--- src/rtl/pll_sweep_ctrl.sv ---
// PLL frequency-profile sweep controller.
// Buttons step or auto-sweep through PLL profiles; each change runs a
// load/settle/arm/wait reconfig sequence against the PLL reconfig engine,
// and elapsed time since the last reconfig is shown as BCD minutes and
// binary seconds.
module pll_sweep_ctrl #(
  parameter int NUM_PROFILES = 11,
  parameter int INIT_POS     = 7,
  parameter int TICK_DIV     = 50000000,
  parameter int DWELL_SECS   = 60,
  parameter int RCFG_TIMEOUT = 1000,
  parameter int WRAP         = 0
) (
  input  logic                            clock_50_i,
  input  logic                            RESET,
  input  logic                            btn_up,
  input  logic                            btn_down,
  input  logic                            btn_auto,
  input  logic                            test_pass,
  input  logic                            test_fail,
  input  logic                            rcfg_busy,
  output logic                            rcfg_load,
  output logic                            rcfg_start,
  output logic                            rcfg_reset,
  output logic [$clog2(NUM_PROFILES)-1:0] pos,
  output logic                            auto_o,
  output logic                            recfg_o,
  output logic [15:0]                     mins,
  output logic [15:0]                     secs,
  output logic                            sweep_done,
  output logic [2:0]                      fsm_state
);

  localparam int PW    = $clog2(NUM_PROFILES);
  localparam int DIV_W = (TICK_DIV > 1) ? $clog2(TICK_DIV) : 1;
  localparam int TMO_W = $clog2(RCFG_TIMEOUT + 1);

  localparam logic [PW-1:0]    LAST_POS = PW'(NUM_PROFILES - 1);
  localparam logic [PW-1:0]    INIT     = PW'(INIT_POS);
  localparam logic [DIV_W-1:0] DIV_MAX  = DIV_W'(TICK_DIV - 1);
  localparam logic [TMO_W-1:0] TMO_LOAD = TMO_W'(RCFG_TIMEOUT);
  localparam logic [15:0]      DWELL    = 16'(DWELL_SECS);

  // Reconfig handshake: rcfg_load and rcfg_start are single-cycle registered
  // pulses; rcfg_start is only issued when rcfg_busy is low, and the engine
  // is considered finished once rcfg_busy is low in a cycle after the start
  // pulse has dropped. If busy never drops, rcfg_reset pulses once instead.
  typedef enum logic [2:0] {
    S_IDLE   = 3'd0,
    S_LOAD   = 3'd1,
    S_SETTLE = 3'd2,
    S_ARM    = 3'd3,
    S_WAIT   = 3'd4
  } rcfg_state_t;

  rcfg_state_t      state, state_nxt;
  logic [TMO_W-1:0] tmo, tmo_nxt;
  logic             load_nxt, start_nxt, reset_nxt, cycle_done;
  logic             req, new_req;
  logic             up_q, down_q, auto_btn_q;
  logic             up_edge, down_edge, auto_edge;
  logic [PW-1:0]    pos_nxt;
  logic             auto_nxt, done_nxt, advance, dwell_hit;
  logic [DIV_W-1:0] sec_div;
  logic [5:0]       sec_cnt;
  logic [15:0]      dwell;

  // Increment a 4-digit BCD value, 9999 rolls to 0000.
  function automatic logic [15:0] bcd_inc(input logic [15:0] v);
    logic [15:0] r;
    logic        c;
    r = v;
    c = 1'b1;
    for (int i = 0; i < 4; i++) begin
      if (c) begin
        if (r[i*4 +: 4] == 4'd9) begin
          r[i*4 +: 4] = 4'd0;
        end else begin
          r[i*4 +: 4] = r[i*4 +: 4] + 4'd1;
          c = 1'b0;
        end
      end
    end
    return r;
  endfunction

  assign up_edge   = btn_up & ~up_q;
  assign down_edge = btn_down & ~down_q;
  assign auto_edge = btn_auto & ~auto_btn_q;
  assign recfg_o   = req | (state != S_IDLE);
  assign fsm_state = state;
  assign dwell_hit = (DWELL_SECS > 0) && (dwell == DWELL);
  assign advance   = auto_o & ~recfg_o & ((test_pass & test_fail) | dwell_hit);

  // Button history for rising-edge detection.
  always_ff @(posedge clock_50_i) begin
    if (RESET) begin
      up_q       <= 1'b0;
      down_q     <= 1'b0;
      auto_btn_q <= 1'b0;
    end else begin
      up_q       <= btn_up;
      down_q     <= btn_down;
      auto_btn_q <= btn_auto;
    end
  end

  // Profile selection: auto edge beats up, up beats down, buttons beat advance.
  always_comb begin
    pos_nxt  = pos;
    auto_nxt = auto_o;
    done_nxt = sweep_done;
    new_req  = 1'b0;
    if (auto_edge) begin
      if (!auto_o) begin
        pos_nxt  = '0;
        auto_nxt = 1'b1;
        done_nxt = 1'b0;
      end else begin
        auto_nxt = 1'b0;
      end
      new_req = 1'b1;
    end else if (up_edge) begin
      if (pos != '0) begin
        pos_nxt  = pos - PW'(1);
        auto_nxt = 1'b0;
        new_req  = 1'b1;
      end
    end else if (down_edge) begin
      if (pos != LAST_POS) begin
        pos_nxt  = pos + PW'(1);
        auto_nxt = 1'b0;
        new_req  = 1'b1;
      end
    end else if (advance) begin
      if (pos != LAST_POS) begin
        pos_nxt = pos + PW'(1);
        new_req = 1'b1;
      end else if (WRAP != 0) begin
        pos_nxt = '0;
        new_req = 1'b1;
      end else begin
        done_nxt = 1'b1;
        auto_nxt = 1'b0;
      end
    end
  end

  // Profile registers; reset also queues one reconfig to program INIT_POS.
  // The request is consumed when IDLE accepts it, so a request raised while
  // a reconfig is in flight stays pending and is serviced afterwards.
  always_ff @(posedge clock_50_i) begin
    if (RESET) begin
      pos        <= INIT;
      auto_o     <= 1'b0;
      sweep_done <= 1'b0;
      req        <= 1'b1;
    end else begin
      pos        <= pos_nxt;
      auto_o     <= auto_nxt;
      sweep_done <= done_nxt;
      if (new_req) begin
        req <= 1'b1;
      end else if (state == S_IDLE) begin
        req <= 1'b0;
      end
    end
  end

  // Reconfig FSM state and registered pulse outputs.
  always_ff @(posedge clock_50_i) begin
    if (RESET) begin
      state      <= S_IDLE;
      tmo        <= '0;
      rcfg_load  <= 1'b0;
      rcfg_start <= 1'b0;
      rcfg_reset <= 1'b0;
    end else begin
      state      <= state_nxt;
      tmo        <= tmo_nxt;
      rcfg_load  <= load_nxt;
      rcfg_start <= start_nxt;
      rcfg_reset <= reset_nxt;
    end
  end

  // Reconfig FSM next state; the timeout fires on the step that brings tmo to 1.
  always_comb begin
    state_nxt  = state;
    tmo_nxt    = tmo;
    load_nxt   = 1'b0;
    start_nxt  = 1'b0;
    reset_nxt  = 1'b0;
    cycle_done = 1'b0;
    case (state)
      S_IDLE: begin
        if (req) state_nxt = S_LOAD;
      end
      S_LOAD: begin
        load_nxt  = 1'b1;
        state_nxt = S_SETTLE;
      end
      S_SETTLE: begin
        state_nxt = S_ARM;
      end
      S_ARM: begin
        if (!rcfg_busy) begin
          start_nxt = 1'b1;
          tmo_nxt   = TMO_LOAD;
          state_nxt = S_WAIT;
        end
      end
      S_WAIT: begin
        tmo_nxt = tmo - TMO_W'(1);
        if (!rcfg_busy && !rcfg_start) begin
          state_nxt  = S_IDLE;
          cycle_done = 1'b1;
        end else if (tmo <= TMO_W'(2)) begin
          reset_nxt  = 1'b1;
          state_nxt  = S_IDLE;
          cycle_done = 1'b1;
        end
      end
      default: state_nxt = S_IDLE;
    endcase
  end

  // Elapsed-time counters, held at zero while a reconfig is pending.
  always_ff @(posedge clock_50_i) begin
    if (RESET || recfg_o) begin
      sec_div <= '0;
      sec_cnt <= '0;
      secs    <= '0;
      mins    <= '0;
    end else if (sec_div == DIV_MAX) begin
      sec_div <= '0;
      secs    <= secs + 16'd1;
      if (sec_cnt == 6'd59) begin
        sec_cnt <= '0;
        mins    <= bcd_inc(mins);
      end else begin
        sec_cnt <= sec_cnt + 6'd1;
      end
    end else begin
      sec_div <= sec_div + DIV_W'(1);
    end
  end

  // Seconds spent on the current profile, restarted by each reconfig.
  always_ff @(posedge clock_50_i) begin
    if (RESET || cycle_done) begin
      dwell <= '0;
    end else if (!recfg_o && sec_div == DIV_MAX) begin
      dwell <= dwell + 16'd1;
    end
  end

endmodule

--- config.mk ---
export PLATFORM = sky130hd
export DESIGN_NAME = pll_sweep_ctrl
export DESIGN_NICKNAME = d
export VERILOG_FILES = /design/src/rtl/pll_sweep_ctrl.sv
export SDC_FILE = /design/constraint.sdc
export NUM_CORES = 1
export LEC_CHECK = 0
export BUFFER_PORTS_ARGS = -buffer_cell sky130_fd_sc_hd__buf_2
export CORE_MARGIN = 2
export CORE_UTILIZATION = 59
export CTS_CLUSTER_DIAMETER = 30
export CTS_CLUSTER_SIZE = 16
export DETAILED_ROUTE_END_ITERATION = 12
export GPL_ROUTABILITY_DRIVEN = 0
export GPL_TIMING_DRIVEN = 1
export PLACE_DENSITY = 0.89
export SYNTH_ARGS = -nofsm -noshare
export SYNTH_HDL_FRONTEND = slang
export SYNTH_SLANG_ARGS = --single-unit
export TNS_END_PERCENT = 10
--- constraint.sdc ---
create_clock -name clock_50_i -period 2.85 [get_ports clock_50_i]
set_clock_uncertainty 0.1 [all_clocks]
set_input_delay 0.1425 -clock clock_50_i [delete_from_list [all_inputs] [get_ports clock_50_i]]
set_output_delay 0.1425 -clock clock_50_i [all_outputs]
set_load 0.01 [all_outputs]
==> results.sh, run 1 <==
export IMPL_drive_gt1_share_pct=13.0
export IMPL_grt_first_pass_wirelength_mm=19.1
export IMPL_slew_headroom_pct=50.3
export IMPL_fillers=632
export IMPL_async_reset_ff_share_pct=0
export IMPL_cp_num_cells=6
export IMPL_grt_usage_pct=25.7
export IMPL_hold_path_class="input port to register"
export IMPL_first_pass_iters=5
export IMPL_start_kind="register"
export IMPL_drt_wl_total_mm=11.5
export IMPL_dpl_cell_count=746
export IMPL_num_antenna_cells=0
export IMPL_die_y_um=96.3
export IMPL_max_stage_delay_ns=0.64
export IMPL_routedWlPerCell_um=15.0
export IMPL_peakVddDrop_uv=323
export IMPL_yosysUniqueCellTypes=49
export IMPL_crit_fanout=7
export IMPL_tightest_slew_ns=0.736
export IMPL_syn_cell_area_um2=5030
export IMPL_crit_path_start="sec_div[0]"
export IMPL_cts_max_level=3
export IMPL_core_um2=8260
export IMPL_via_per_inst=6.08
export IMPL_root_buffer="clkbuf_8"
export IMPL_worst_hold_slack_ns=0.117
export IMPL_period_share_pct=93.2
export IMPL_fin_tns_setup_ns=0
export IMPL_required_ns=3.05
export IMPL_rsz0062_at_grt="false"
export IMPL_setup_viol=0
export IMPL_synth_edf_count=0
export IMPL_area_delta_synth_final_pct=13.6
export IMPL_worstPathCellList="ha_1, nand2_1, or4_4, or4_1, or3_1, a21oi_1"
export IMPL_grt_max_degree=33
export IMPL_p_leak_nw=1.97
export IMPL_cts_sinks=106
export IMPL_critPathSlowestCell="or4_1"
export IMPL_portBuffers=52
export IMPL_grt_overflow=0
export IMPL_slew_viol_final=0
export IMPL_nNetsFinal=674
export IMPL_path_clk_slew_ns=0.11
export IMPL_ys_warn_count=0
export IMPL_instances_no_fill=766
export IMPL_worstSetupPathType="register to register"
export IMPL_hold_viol=0
export IMPL_power_density_nw_per_um2=488
export IMPL_cp_end_kind="register"
export IMPL_vias=4661
export IMPL_die_area_um2=9280
export IMPL_cts_tree="done"
export IMPL_fin_area_um2=5710
export IMPL_period_needed_ns=2.66
export IMPL_ys_seq_area_share_pct=42.2
export IMPL_ios=53
export IMPL_synth_cells=599
export IMPL_multi_input_area_um2=2750
export IMPL_ys_flop_type="dfxtp_1"
export IMPL_start_util_pct=60.9
export IMPL_antenna_found_initial=0
export IMPL_clk_path_buf_depth=2
export IMPL_hpwlAfterDp_mm=8.03
export IMPL_reg2reg_from="sec_div[0]"
export IMPL_layout_commonest_cell="dfxtp_1"
export IMPL_clock_latency_ns=0.38
export IMPL_cts_buffers=9
export IMPL_dr_first_iter_drc_count=218
export IMPL_drc=0
export IMPL_outcome="completed"
export IMPL_r2r_cells=6
export IMPL_ys_ff_latch=106
export IMPL_max_freq_ghz=0.377
export IMPL_chipWidth_um=96.3
export IMPL_layout_common_cells="dfxtp_1 (106), nor2_1 (72), buf_2 (52)"
export IMPL_crit_family="simple AND/OR/NAND/NOR gates"
export IMPL_grt_pass1_vias=4269
export IMPL_maxCapViolCount=0
export IMPL_syn_num_nets=617
export IMPL_rr_endpoint="dwell[15]"
export IMPL_crit_end="dwell[15]"
export IMPL_dpl_cell_area_um2=5430
export IMPL_worstPathArrival_ns=2.86
export IMPL_seq_area_um2=2120
export IMPL_rrSetupSlack_ns=0.19
export IMPL_critical_path_buf_inv_count=0
export IMPL_ant_nets=0
export IMPL_syn_area_per_cell_um2=8.40
export IMPL_total_power_mw=2.79
export IMPL_num_rows=33
-- stage by stage --
stage / setup WS [ns] / util, %
6_report: 0.194 / 69.2
5_1_grt: 0.0641 / 69.2
4_1_cts: 0.120 / 69.1
3_5_place_dp: 0.187 / 65.8
3_3_place_gp: 0.292 / 65.8
2_1_floorplan: 0.358 / -
-- flip-flops by register name, summed over array words and instances (netlist names), 3 cells and up --
| signal | cells |
|---|---|
| sec_div | 26 |
| sec_cnt | 6 |
| dwell | 16 |
| fsm_state | 3 |
| tmo | 10 |
| secs | 16 |
| pos | 4 |
| mins | 16 |
-- power by group --
part	total [mW]	switching, mW	internal, mW
clock network	1.06	0.532	0.531
logic	0.179	0.0954	0.0836
registers	1.55	0.0392	1.51
-- cell type report --
| class | count | share of cell area, % |
|---|---|---|
| inverters | 18 | 1.18 |
| flip-flops and latches | 106 | 37.1 |
| well taps | 105 | 2.30 |
| multi-input cells | 451 | 48.2 |
| clock inverters | 6 | 1.71 |
| repair buffers | 70 | 7.10 |
| clock buffers | 10 | 2.41 |
-- kinds of logic after synthesis --
logic type	synth area share [%]
multiplexers	0.423
AND/OR/NAND/NOR	30.7
XOR/XNOR	9.57
AO/OA/AOI/OAI	11.3
flip-flops	42.2
adder cells (fa/ha/maj)	2.64
buffers and inverters	3.21
-- synthesized netlist by cell type, drive strengths merged (8+ instances only) --
cell type	n	area, µm²
a21oi	45	225
clkbuf	21	78.8
dfxtp	106	2120
ha	9	113
inv	18	67.6
nand2	39	146
nand2b	8	50.1
nand3	34	170
nand4	22	138
nor2	72	270
nor2b	14	87.6
nor3	14	70.1
nor4	21	138
o21ai	21	105
o31ai	9	67.6
or3	21	131
or4	13	97.6
xnor2	29	254
xor2	26	228
-- metal layers --
metal | GRT usage (%) | wire [µm] | part of all wire, % | vias up
li1 | - | - | - | 2251
met1 | 31.2 | 4970 | 43 | 2243
met2 | 45.3 | 5670 | 49 | 142
met3 | 5.95 | 630 | 5.5 | 25
met4 | 7.51 | 209 | 1.8 | 0
met5 | 0 | 0 | 0 | -
-- worst min-delay path by stage --
stage | from | to | slack [ns] | depth (start not counted)
final | RESET | tmo[0] | 0.12 | 2
after detailed placement | btn_up | up_q | 0.28 | 2
after global placement | btn_down | down_q | 0.27 | 2
after floorplan | btn_auto | auto_btn_q | 0.17 | 1
after global routing | RESET | rcfg_start | 0.13 | 2
after CTS | RESET | tmo[0] | 0.10 | 2
-- timing repair --
item | in CTS | in global routing
setup endpoints to repair | 0 | 2
setup buffers | 0 | 0
hold endpoints to repair | 4 | 0
gates resized for setup | 0 | 1
hold buffers | 4 | 0
Note: power is estimated with default switching activity, not from simulation.
==> inputs of run 2 (changes only) <==
CORE_UTILIZATION = 53   (was 59)
PLACE_DENSITY = 0.85   (was 0.89)
clock period = 2.3 ns   (was 2.85 ns; I/O delays follow)
==> run 2 against run 1 <==
Net effect: routed wire length up 8.7%; largest cell class unchanged; global-route usage decreased by 1.3 points; critical endpoint is now dwell[11]; fmax rose by 16%; combinational power grew 35%; highest routed layer unchanged; register-to-register slack lost 0.18 ns; design area increased by 8.6%; worst setup slack worse by 0.18 ns; sequential share of layout area fell by 2.9 points.
==> results.sh, run 2 (same netlist as run 1, synthesis figures left out) <==
export IMPL_required_ns=2.49
export IMPL_die_area_um2=10300
export IMPL_worstPathArrival_ns=2.48
export IMPL_grt_max_degree=33
export IMPL_slew_viol_final=0
export IMPL_root_buffer="clkbuf_8"
export IMPL_clock_latency_ns=0.38
export IMPL_period_needed_ns=2.28
export IMPL_p_int_mw=2.38
export IMPL_vias=4867
export IMPL_portBuffers=52
export IMPL_cts_sinks=106
export IMPL_antenna_found_initial=0
export IMPL_clk_path_buf_depth=2
export IMPL_drt_wl_total_mm=12.5
export IMPL_via_per_inst=5.77
export IMPL_ant_nets=0
export IMPL_cp_end_kind="register"
export IMPL_period_share_pct=99.3
export IMPL_ios=53
export IMPL_setup_slack_ns=0.0150
export IMPL_netSwitchingFraction_pct=25.6
export IMPL_slew_headroom_pct=58.7
export IMPL_cts_max_level=3
export IMPL_grt_usage_pct=24.4
export IMPL_drc=0
export IMPL_crit_fanout=6
export IMPL_drive_gt1_share_pct=21.8
export IMPL_seqPwrFrac_pct=59.7
export IMPL_num_rows=35
export IMPL_fin_tns_setup_ns=0
export IMPL_largest_reg_flops=26
export IMPL_layout_common_cells="dfxtp_1 (102), nor2_1 (72), buf_4 (64)"
export IMPL_hold_path_class="input port to register"
export IMPL_peakVddDrop_uv=278
export IMPL_power_density_nw_per_um2=515
export IMPL_rsz0062_at_grt="true"
export IMPL_first_pass_iters=5
export IMPL_grt_first_pass_wirelength_mm=20.4
export IMPL_grt_overflow=0
export IMPL_largest_register="sec_div"
export IMPL_total_power_mw=3.20
export IMPL_chipWidth_um=101
export IMPL_start_util_pct=54.4
export IMPL_dp_slack_ns=-0.0571
export IMPL_max_freq_ghz=0.438
export IMPL_die_y_um=101
export IMPL_outcome="completed"
export IMPL_maxCapViolCount=0
export IMPL_nNetsFinal=727
export IMPL_grt_pass1_vias=4579
export IMPL_cts_buffers=9
export IMPL_multi_input_area_um2=2860
export IMPL_area_delta_synth_final_pct=23.3
export IMPL_routedWlPerCell_um=14.8
export IMPL_p_leak_nw=2.25
export IMPL_setup_viol=0
export IMPL_start_kind="register"
export IMPL_dr_first_iter_drc_count=197
export IMPL_seq_area_um2=2130
export IMPL_hold_viol=0
export IMPL_clkPwrFrac_pct=32.7
export IMPL_fillers=708
export IMPL_tightest_slew_ns=0.615
export IMPL_p_comb_share_pct=7.6
export IMPL_worstSetupPathType="register to register"
export IMPL_path_clk_slew_ns=0.10
export IMPL_hpwlAfterDp_mm=8.79
export IMPL_core_um2=9240
export IMPL_num_antenna_cells=0
export IMPL_cts_tree="done"
export IMPL_layout_commonest_cell="dfxtp_1"
export IMPL_p_sw_uw=817
-- run 2: through the flow --
stage / hold WS, ns / instance area (µm²) / cells / utilization [%]
after floorplan: 0.143 / 5060 / 599 / -
after global placement: 0.244 / 5830 / 815 / 63.1
after detailed placement: 0.244 / 5830 / 815 / 63.1
after CTS: 0.0885 / 6060 / 835 / 65.6
after global routing: 0.101 / 6200 / 843 / 67.1
final: 0.0926 / 6200 / 843 / 67.1
-- run 2: final cells by class --
cell class	instances	share of cell area [%]
Multi-Input combinational cell	451	46.1
Sequential cell	106	34.3
Timing Repair Buffer	123	13.1
Tap cell	129	2.60
Clock buffer	11	2.12
Inverter	18	1.09
Clock inverter	5	0.665
-- run 2: routing by layer --
metal  share of wire (%)  routed length, µm  vias up  GRT usage (%)
met5                   0                  0        -              0
met4                 2.2                280        0           9.98
met3                 4.8                600       32           4.00
met2                  50               6290      141           43.0
met1                  43               5310     2329           29.6
li1                    -                  -     2365              -
-- run 2: power by group through the flow --
stage                     Sequential (mW)  Clock (mW)  Combinational, mW
final                                1.91        1.05              0.242
after global routing                 1.91        1.15              0.267
after CTS                            1.91        1.07              0.241
after detailed placement             1.95           0              0.233
after global placement               1.95           0              0.223
after floorplan                      1.95           0              0.158
-- run 2: path summary, 6_finish.rpt --
check / slack [ns] / end / from / depth (start not counted)
hold / removal: 0.09 / rcfg_start / RESET / 2
setup reg to reg: 0.02 / dwell[11] / sec_div[4] / 5
setup / recovery: 0.02 / dwell[11] / sec_div[4] / 5
hold reg to reg: 0.38 / sweep_done / sweep_done / 2
-- run 2: timing repair --
action,CTS,global route
pin swaps,1,7
hold endpoints to repair,4,0
resized for setup,5,19
setup buffers,0,8
endpoints found under the setup margin,11,31
hold buffers,4,0
-- run 2: critical path: stages (launching register included) --
cell and delay, ns:
dfxtp_1 0.35, nand3_1 0.17, or4_4 0.62, or4_4 0.48, or3_1 0.33, a21oi_1 0.15
